### src/rtl/float_pack.sv
// Shared float definitions: reduced and IEEE-754 single formats,
// float class enum and bias helpers.
package float_pack;

    localparam int N_mantisse = 20;
    localparam int N_exposant = 4;
    localparam int IEEE_BIAS  = 127;

    typedef struct packed {
        logic                  signe;
        logic [N_exposant-1:0] exposant;
        logic [N_mantisse-1:0] mantisse;
    } float;

    typedef struct packed {
        logic        sign;
        logic [7:0]  exp;
        logic [22:0] mant;
    } float_ieee;

    typedef enum logic [1:0] {
        FC_ZERO   = 2'd0,
        FC_NORMAL = 2'd1,
        FC_INF    = 2'd2
    } float_class_t;

    function automatic int float_bias();
        return (1 << (N_exposant - 1)) - 1;
    endfunction

endpackage

### src/rtl/float2ieee_stream_if.sv
// Valid/ready bundle for the reduced-float to IEEE converter:
// input word side, output word side and status outputs.
interface float2ieee_stream_if
    import float_pack::*;
#(
    parameter int N_MANT = N_mantisse,
    parameter int N_EXP  = N_exposant
);

    logic                    in_valid;
    logic                    in_ready;
    logic [N_EXP+N_MANT:0]   in_data;
    logic                    out_valid;
    logic                    out_ready;
    logic [31:0]             out_data;
    logic                    out_zero;
    logic                    out_inf;
    logic [15:0]             out_cnt;

    modport master (
        output in_valid, in_data, out_ready,
        input  in_ready, out_valid, out_data,
        input  out_zero, out_inf, out_cnt
    );

    modport slave (
        input  in_valid, in_data, out_ready,
        output in_ready, out_valid, out_data,
        output out_zero, out_inf, out_cnt
    );

endinterface

### src/rtl/float_class_decode.sv
// Classifies a reduced float by its exponent field; the mantissa
// plays no part in the class since NaN is never produced.
module float_class_decode
    import float_pack::*;
#(
    parameter int N_MANT = N_mantisse,
    parameter int N_EXP  = N_exposant
) (
    input  logic [N_EXP-1:0]  e,
    input  logic [N_MANT-1:0] m,
    output float_class_t      cls
);

    logic unused_mant;
    assign unused_mant = ^m;

    always_comb begin
        cls = FC_NORMAL;
        unique case (1'b1)
            (e == '0): cls = FC_ZERO;
            (&e):      cls = FC_INF;
            default:   cls = FC_NORMAL;
        endcase
    end

endmodule

### src/rtl/float2ieee_stream.sv
// Two-stage reduced-float to IEEE-754 single converter with valid/ready.
// Define FLOAT2IEEE_CNT_EN to enable the saturating transfer counter.
module float2ieee_stream
    import float_pack::*;
#(
    parameter int N_MANT = N_mantisse,
    parameter int N_EXP  = N_exposant
) (
    input  logic clk,
    input  logic reset_n,
    float2ieee_stream_if.slave bus
);

    localparam logic [8:0] EXP_OFS = 9'(IEEE_BIAS - float_bias());

    logic              adv;
    logic              in_sign;
    logic [N_EXP-1:0]  in_exp;
    logic [N_MANT-1:0] in_mant;
    float_class_t      in_cls;

    logic              s1_valid;
    logic              s1_sign;
    logic [N_EXP-1:0]  s1_exp;
    logic [N_MANT-1:0] s1_mant;
    float_class_t      s1_cls;

    float_ieee         asm_data;
    logic              asm_zero;
    logic              asm_inf;
    logic [8:0]        exp_wide;
    logic              unused_exp_msb;

    logic              out_valid_q;
    logic [31:0]       out_data_q;
    logic              out_zero_q;
    logic              out_inf_q;

    assign in_sign = bus.in_data[N_EXP+N_MANT];
    assign in_exp  = bus.in_data[N_MANT +: N_EXP];
    assign in_mant = bus.in_data[N_MANT-1:0];

    float_class_decode #(
        .N_MANT (N_MANT),
        .N_EXP  (N_EXP)
    ) u_decode (
        .e   (in_exp),
        .m   (in_mant),
        .cls (in_cls)
    );

    // Both stages move together; a stalled output freezes everything.
    always_comb begin
        adv          = !out_valid_q || bus.out_ready;
        bus.in_ready = adv;
    end

    always_ff @(posedge clk or negedge reset_n) begin
        if (!reset_n) begin
            s1_valid <= 1'b0;
            s1_sign  <= 1'b0;
            s1_exp   <= '0;
            s1_mant  <= '0;
            s1_cls   <= FC_ZERO;
        end else if (adv) begin
            s1_valid <= bus.in_valid;
            s1_sign  <= in_sign;
            s1_exp   <= in_exp;
            s1_mant  <= in_mant;
            s1_cls   <= in_cls;
        end
    end

    always_comb begin
        asm_data = '0;
        asm_zero = 1'b0;
        asm_inf  = 1'b0;
        exp_wide = 9'(s1_exp) + EXP_OFS;
        asm_data.sign = s1_sign;
        unique case (s1_cls)
            FC_ZERO: begin
                asm_zero = 1'b1;
            end
            FC_INF: begin
                asm_data.exp = 8'hFF;
                asm_inf      = 1'b1;
            end
            default: begin
                asm_data.exp  = exp_wide[7:0];
                asm_data.mant = 23'(s1_mant) << (23 - N_MANT);
            end
        endcase
    end

    assign unused_exp_msb = exp_wide[8];

    always_ff @(posedge clk or negedge reset_n) begin
        if (!reset_n) begin
            out_valid_q <= 1'b0;
            out_data_q  <= '0;
            out_zero_q  <= 1'b0;
            out_inf_q   <= 1'b0;
        end else if (adv) begin
            out_valid_q <= s1_valid;
            out_data_q  <= asm_data;
            out_zero_q  <= asm_zero;
            out_inf_q   <= asm_inf;
        end
    end

    assign bus.out_valid = out_valid_q;
    assign bus.out_data  = out_data_q;
    assign bus.out_zero  = out_zero_q;
    assign bus.out_inf   = out_inf_q;

`ifdef FLOAT2IEEE_CNT_EN
    logic [15:0] cnt_q;

    always_ff @(posedge clk or negedge reset_n) begin
        if (!reset_n) begin
            cnt_q <= '0;
        end else if (out_valid_q && bus.out_ready && cnt_q != 16'hFFFF) begin
            cnt_q <= cnt_q + 16'd1;
        end
    end

    assign bus.out_cnt = cnt_q;
`else
    assign bus.out_cnt = 16'h0000;
`endif

endmodule

### src/flat_wrapper.sv
// flat-port wrapper written by rule: the top's interface ports become plain ports
module float2ieee_stream_flat import float_pack::*;
#(
    parameter int N_MANT = N_mantisse,
    parameter int N_EXP  = N_exposant
)
  (clk, reset_n, bus_in_valid, bus_in_data, bus_out_ready, bus_in_ready, bus_out_valid, bus_out_data, bus_out_zero, bus_out_inf, bus_out_cnt);
  float2ieee_stream_if #(.N_MANT(N_MANT), .N_EXP(N_EXP)) bus_i ();
  input  logic clk;
  input  logic reset_n;
  input wire logic [$bits(bus_i.in_valid)-1:0] bus_in_valid;
  input wire logic [$bits(bus_i.in_data)-1:0] bus_in_data;
  input wire logic [$bits(bus_i.out_ready)-1:0] bus_out_ready;
  output wire logic [$bits(bus_i.in_ready)-1:0] bus_in_ready;
  output wire logic [$bits(bus_i.out_valid)-1:0] bus_out_valid;
  output wire logic [$bits(bus_i.out_data)-1:0] bus_out_data;
  output wire logic [$bits(bus_i.out_zero)-1:0] bus_out_zero;
  output wire logic [$bits(bus_i.out_inf)-1:0] bus_out_inf;
  output wire logic [$bits(bus_i.out_cnt)-1:0] bus_out_cnt;
  assign bus_i.in_valid = bus_in_valid;
  assign bus_i.in_data = bus_in_data;
  assign bus_i.out_ready = bus_out_ready;
  assign bus_in_ready = bus_i.in_ready;
  assign bus_out_valid = bus_i.out_valid;
  assign bus_out_data = bus_i.out_data;
  assign bus_out_zero = bus_i.out_zero;
  assign bus_out_inf = bus_i.out_inf;
  assign bus_out_cnt = bus_i.out_cnt;
  float2ieee_stream #(.N_MANT(N_MANT), .N_EXP(N_EXP)) u_core (.clk(clk), .reset_n(reset_n), .bus(bus_i));
endmodule
### config.mk
export PLATFORM = sky130hd
export DESIGN_NAME = float2ieee_stream_flat
export DESIGN_NICKNAME = d
export VERILOG_FILES = /design/src/rtl/float_pack.sv /design/src/rtl/float2ieee_stream_if.sv /design/src/rtl/float_class_decode.sv /design/src/rtl/float2ieee_stream.sv /design/src/flat_wrapper.sv
export SDC_FILE = /design/constraint.sdc
export NUM_CORES = 1
export LEC_CHECK = 0
export CORE_ASPECT_RATIO = 0.6
export CORE_MARGIN = 1.5
export CORE_UTILIZATION = 50
export CTS_CLUSTER_DIAMETER = 50
export DETAILED_ROUTE_END_ITERATION = 16
export PLACE_DENSITY_LB_ADDON = 0.2
export SYNTH_ARGS = -nofsm -noshare
export SYNTH_HDL_FRONTEND = slang
export SYNTH_SLANG_ARGS = --single-unit
### constraint.sdc
create_clock -name clk -period 3.2 [get_ports clk]
set_clock_uncertainty 0.2 [all_clocks]
set_input_delay 0.48 -clock clk [delete_from_list [all_inputs] [get_ports clk]]
set_output_delay 0.48 -clock clk [all_outputs]
set_load 0.03 [all_outputs]
==> key figures, run 1 <==
Synth
  • Syn. warnings: 0
  • Largest family of logic cells by synthesized area: multiplexers
  • Cell taking the most area after synthesis: dfrtp_1
  • Post-synthesis mux area share: 0.195
  • Simple-Gate Fraction of Synth Area: 0.113
  • Compound-cell area share of the yosys netlist: 0.0474
  • XOR/XNOR Fraction of Synth Area: 0
  • Post-Synth Adder-Cell Area: 0
  • Largest cells by area after synthesis: dfrtp_1 (55%), mux2_4 (16%), buf_4 (6.3%)
  • Post-synthesis sequential area ratio: 0.546
  • Top_reg_cell synth: dfrtp_1
  • Number of synthesized flops with an enable pin: 0
  • Synthesized area: 2610 sq um
  • Synth cell count leaders: dfrtp_1 (57), mux2_4 (28), buf_4 (22), nand3b_1 (22)
  • Top-count cell post-synth: dfrtp_1
  • Post-synth cell types: 23
  • Synth Area per Inst: 12.9 sq um
  • Yosys top cell area share: 0.546
  • Synthesized flop and latch total: 57
  • Post-Syn Instances: 203
  • FFs w/ async S/R, synth: 1.00

Worst setup path
  • RR Endpoint: u_core.bus.out_data[24]$_DFFE_PN0P_
  • Worst r2r src: u_core.s1_cls[0]$_DFFE_PN0P_
  • CP startpoint kind: primary input
  • Worst-path fanout max: 2
  • Crit path capture type: output port
  • Reg2Reg Depth: 2
  • Worst EP required: 2.52 ns
  • Reg2reg setup slack: 1.27 ns
  • WP data arrival: 1.83 ns
  • CP Class: in2out

STA
  • Slew Limit Fails: 0
  • Fin crit period: 2.51 ns
  • Max-slew headroom: 0.370
  • Final setup fails: 0
  • Fin Setup TNS: 0 ns
  • Unrepaired setup endpoints after global routing: false
  • Final hold violation count: 0
  • Hold Slack: 0.0886 ns
  • Crit share post-route: 0.784
  • Fmax: 399 MHz
  • Tightest Pin Transition: 0.945 ns

Routing
  • Drt pass-1 iters: 5
  • Initial DRC Count: 69
  • Final wirelength: 4820 um
  • Antenna-violating nets left: 0
  • Residual DRC count: 0
  • WL/cell: 14.5 um
  • Via-to-Cell Ratio: 4.90
  • DR vias: 1632

GRT
  • Vias in the first global route: 1555
  • Total track usage: 0.193
  • Initial antenna violation count: 0
  • First-pass GRT wire length: 7890 um
  • Pin count of the biggest net entering global routing: 58
  • Total grt overflow: 0

CTS
  • CTS Hold Bufs: 0
  • CTS root buf: clkbuf_8
  • Clock tree buffer depth: 2
  • Worst-Skew Late Latency: 0.32 ns
  • H-tree levels: 3
  • Reg clk slew, reported paths: 0.06 ns
  • Total CTS buffers: 9
  • Post_cts resized: 0
  • CTS tree: built
  • Post-CTS Setup Bufs: 0
  • Clock Sinks: 57

Die
  • # IOs: 81
  • Starting Density: 0.517
  • Full die area: 5680 sq um
  • # rows: 20
  • Core ar.: 5050 sq um
  • Chip Width: 96.3 um
  • Chip height: 59.0 um

Layout
  • Syn-to-layout area delta: 27.0%
  • Layout net count: 292
  • Layout cells sized above 1: 0.187
  • ANT cells: 0

Pwr
  • Overall Power: 2.10 mW
  • Leakage: 1.53 nW
  • Maximum vdd drop: 0.274 mV
  • PD cells: 634 nW/um^2

Flow run
  • Max Cap Viol: 0

Placed design
  • RePlAce Congestion: 0.752
  • Hpwl dp: 3020 um
  • PortBufs: 61

Hold path
  • Hold Path Class: in2async

Outcome
  • Status: finished, final reports clean
==> per-layer routing <==
layer	GRT usage	wire length [um]	vias to the layer above
li1	-	-	777
met1	0.273	2350	792
met2	0.275	2110	61
met3	0.0821	337	2
met4	0.0497	15	0
met5	0	0	-
==> how the worst max path moves through the flow <==
| stage | from | endpoint | slack, ns | cells past startpoint |
|---|---|---|---|---|
| final | bus_out_ready | bus_in_ready | 0.69 | 4 |
| after CTS | bus_out_ready | bus_in_ready | 0.68 | 4 |
| after global routing | bus_out_ready | bus_in_ready | 0.65 | 4 |
| after detailed placement | bus_out_ready | bus_in_ready | 0.69 | 4 |
| after floorplan | u_core.bus.out_valid$_DFFE_PN0P_ | bus_in_ready | 1.41 | 4 |
| after global placement | bus_out_ready | bus_in_ready | 0.69 | 4 |
==> critical path, stage by stage <==
cell             delay, ns
clkdlybuf4s50_1       0.53
nor2b_2               0.08
inv_4                 0.07
clkdlybuf4s50_1       0.66
==> layout by cell type, fill, tap and decap left out, types with 2 or more instances in the layout <==
master / instances
clkbuf_8: 10
clkdlybuf4s50_1: 60
buf_4: 5
o21ai_1: 20
dfrtp_1: 57
mux2_1: 8
clkinv_2: 4
conb_1: 19
nand3b_1: 22
mux2_4: 28
nand2_1: 20
o31ai_1: 2
==> stage by stage <==
step	cell area (sq um)	worst slack, ns	instances	utilization
floorplan	2680	1.41	221	-
global placement	3160	0.688	318	0.625
detailed placement	3160	0.695	318	0.625
CTS	3320	0.684	333	0.657
global route	3320	0.648	333	0.657
finish	3320	0.691	333	0.657
==> where the power goes <==
part	switching (mW)	internal, mW
Combinational	0.342	0.297
Sequential	0.0834	0.836
Clock	0.254	0.292
==> cell type report <==
class / instances / area, sq um
Inverter: 1 / 6.26
Multi-Input combinational cell: 128 / 1000
Clock inverter: 4 / 20.0
Tap cell: 66 / 82.6
Sequential cell: 57 / 1430
Timing Repair Buffer: 66 / 643
Fill cell: 399 / 1730
Clock buffer: 11 / 141
==> registers in the layout (all words and copies together), names as in the netlist <==
name / cells
u_core.bus.out_data: 26
u_core.bus.out_inf: 1
u_core.bus.out_valid: 1
u_core.bus.out_zero: 1
u_core.s1_cls: 2
u_core.s1_exp: 4
u_core.s1_mant: 20
u_core.s1_sign: 1
u_core.s1_valid: 1
==> kinds of logic after synthesis <==
| kind of cell | after synthesis |
|---|---|
| flip-flops | 57 |
| buffers and inverters | 36 |
| AND/OR/NAND/NOR | 50 |
| multiplexers | 36 |
| other | 1 |
| AO/OA/AOI/OAI | 23 |
Power figures use the tool's default switching activity.
==> run 2: changes to the inputs <==
- CORE_UTILIZATION: 50 -> 42
- clock period: 3.2 -> 2.2 ns (I/O delays scaled with it)
==> run 2 against run 1 <==
Net effect: non-clock buffer count rose by 4; setup slack got worse by 0.46 ns; power rose by 57%; critical path depth fell by 3; cell area rose by 4.4%; clock power rose by 87%; die area rose by 18%; sequential share of layout area fell by 1.8 points; via count rose by 2.0%; wire length rose by 5.5%; combinational power rose by 52%; highest routed layer unchanged.
==> key figures, run 2 (same netlist as run 1, synthesis figures left out) <==
Routing
  • Initial DRC Count: 90 (was 69)
  • Antenna-violating nets left: 0 (unchanged)
  • Via-to-Cell Ratio: 4.67 (was 4.90)
  • Residual DRC count: 0 (unchanged)
  • WL/cell: 14.3 um (was 14.5 um)
  • DR vias: 1664 (was 1632)
  • Drt pass-1 iters: 6 (was 5)
  • Final wirelength: 5080 um (was 4820 um)

CTS
  • CTS tree: built (unchanged)
  • Post-CTS Setup Bufs: 0 (unchanged)
  • Total CTS buffers: 9 (unchanged)
  • CTS root buf: clkbuf_8 (unchanged)
  • Post_cts resized: 0 (unchanged)
  • Clock tree buffer depth: 2 (unchanged)
  • Worst-Skew Late Latency: 0.33 ns (was 0.32 ns)
  • Reg clk slew, reported paths: 0.06 ns (about the same)
  • H-tree levels: 3 (unchanged)
  • Clock Sinks: 57 (unchanged)

Worst setup path
  • RR Endpoint: u_core.s1_mant[17]$_DFFE_PN0P_ (was u_core.bus.out_data[24]$_DFFE_PN0P_)
  • Reg2Reg Depth: 4 (was 2)
  • Buf/Inv on CP: 1 (was 3)
  • Slowest stage delay, CP: 0.70 ns (was 0.66 ns)
  • Slowest cell on the critical path: clkdlybuf4s50_1 (unchanged)
  • WP data arrival: 1.44 ns (was 1.83 ns)
  • Worst-path fanout max: 5 (was 2)
  • Reg2reg setup slack: 0.63 ns (was 1.27 ns)
  • Worst EP required: 1.67 ns (was 2.52 ns)
  • CP startpoint kind: flip-flop (was primary input)
  • CP Class: reg2out (was in2out)
  • Crit-path cells: clkdlybuf4s50_1 (was clkdlybuf4s50_1 -> nor2b_2 -> inv_4 -> clkdlybuf4s50_1)
  • Worst r2r src: u_core.bus.out_valid$_DFFE_PN0P_ (was u_core.s1_cls[0]$_DFFE_PN0P_)
  • Crit path capture type: output port (unchanged)
  • Crit-path leading delay family: buffers and inverters (unchanged)

Pwr
  • Overall Power: 3.31 mW (was 2.10 mW)
  • PD cells: 955 nW/um^2 (was 634 nW/um^2)
  • Leakage: 1.58 nW (was 1.53 nW)
  • Maximum vdd drop: 0.401 mV (was 0.274 mV)

Layout
  • Largest register FFs: 26 (unchanged)
  • Non-Filler Instances: 356 (was 333)
  • ANT cells: 0 (unchanged)
  • Finished Cell Area: 3470 sq um (was 3320 sq um)
  • Syn-to-layout area delta: 32.6% (was 27.0%)
  • Most common cell after layout, fill and taps aside: clkdlybuf4s50_1 (unchanged)
  • Layout net count: 296 (was 292)
  • Layout cells sized above 1: 0.202 (was 0.187)
  • Most frequent cells in the layout: clkdlybuf4s50_1 (58), dfrtp_1 (57), mux2_4 (28) (was clkdlybuf4s50_1 (60), dfrtp_1 (57), mux2_4 (28))

Die
  • Core ar.: 6060 sq um (was 5050 sq um)
  • Full die area: 6720 sq um (was 5680 sq um)
  • Chip Width: 105 um (was 96.3 um)
  • Chip height: 64.1 um (was 59.0 um)
  • Starting Density: 0.432 (was 0.517)
  • # IOs: 81 (unchanged)
  • # rows: 22 (was 20)

Placed design
  • Inst Count DP: 339 (was 318)
  • DP Area: 3250 sq um (was 3160 sq um)
  • Hpwl dp: 3270 um (was 3020 um)
  • RePlAce Congestion: 0.705 (was 0.752)
  • PortBufs: 61 (unchanged)

GRT
  • Total grt overflow: 0 (unchanged)
  • Initial antenna violation count: 0 (unchanged)
  • Total track usage: 0.165 (was 0.193)
  • Vias in the first global route: 1627 (was 1555)
  • First-pass GRT wire length: 8290 um (was 7890 um)
  • Pin count of the biggest net entering global routing: 58 (unchanged)

Hold path
  • Cell depth of the worst hold path: 1
  • Hold Path Class: reg2reg (was in2async)
  • Hold endpoint: u_core.bus.out_valid$_DFFE_PN0P_
  • Hold Path Origin: u_core.s1_valid$_DFFE_PN0P_

Outcome
  • Status: finished, final reports clean (unchanged)

Flow run
  • Max Cap Viol: 0 (unchanged)

STA
  • Fin crit period: 1.97 ns
  • Final setup fails: 0 (unchanged)
  • Crit share post-route: 0.896
  • Final hold violation count: 0 (unchanged)
  • Slew Limit Fails: 0 (unchanged)
  • Fmax: 507 MHz
  • Fin Setup TNS: 0 ns (unchanged)
  • Unrepaired setup endpoints after global routing: false (unchanged)
## run 2: changes by cell type in the layout (fill, tap and decap cells not counted), moves of 2 or more
cell	before	now
buf_12	0	4
clkbuf_8	10	12
clkdlybuf4s50_1	60	58
clkinv_2	4	1
## run 2: stage by stage
stage | hold slack (ns) | worst slack (ns) | utilization
2_1_floorplan | -0.166 | 0.457 | -
4_1_cts | 0.274 | 0.199 | 0.573
3_5_place_dp | 0.156 | 0.201 | 0.537
6_report | 0.271 | 0.228 | 0.573
5_1_grt | 0.304 | 0.150 | 0.573
3_3_place_gp | 0.156 | 0.222 | 0.537
## run 2: metal layers
| metal | wire length [um] | global-route usage | up-vias |
|---|---|---|---|
| met5 | 0 | 0 | - |
| met4 | 63 | 0.0616 | 0 |
| met3 | 339 | 0.0663 | 10 |
| met2 | 2100 | 0.223 | 59 |
| met1 | 2570 | 0.235 | 812 |
| li1 | - | - | 783 |
## run 2: final cells by class
class / count / area, sq um
inverter: 1 / 6.26
tap: 84 / 105
sequential: 57 / 1430
clock buffer: 14 / 173
fill: 538 / 2590
multi-input combinational: 128 / 1000
timing repair buffer: 70 / 721
clock inverter: 2 / 35.0
## run 2: how the worst max path moves through the flow
stage / depth (start not counted) / endpoint / from / slack [ns]
floorplan: 5 / u_core.s1_exp[1]$_DFFE_PN0P_ / u_core.bus.out_valid$_DFFE_PN0P_ / 0.46
global placement: 4 / u_core.s1_exp[2]$_DFFE_PN0P_ / bus_out_ready / 0.22
detailed placement: 4 / u_core.s1_exp[2]$_DFFE_PN0P_ / bus_out_ready / 0.20
CTS: 1 / bus_out_data[27] / u_core.bus.out_data[29]$_DFFE_PN0P_ / 0.20
global route: 1 / bus_out_data[27] / u_core.bus.out_data[29]$_DFFE_PN0P_ / 0.15
finish: 1 / bus_out_data[27] / u_core.bus.out_data[29]$_DFFE_PN0P_ / 0.23
## run 2: timing repair
action	CTS	global route
endpoints found under the setup margin	0	0
hold buffers	1	0
hold endpoints to repair	57	0
## run 2: report_power, final
part           internal, mW  switching [mW]
registers              1.22           0.108
logic                 0.454           0.516
clock network         0.615           0.403
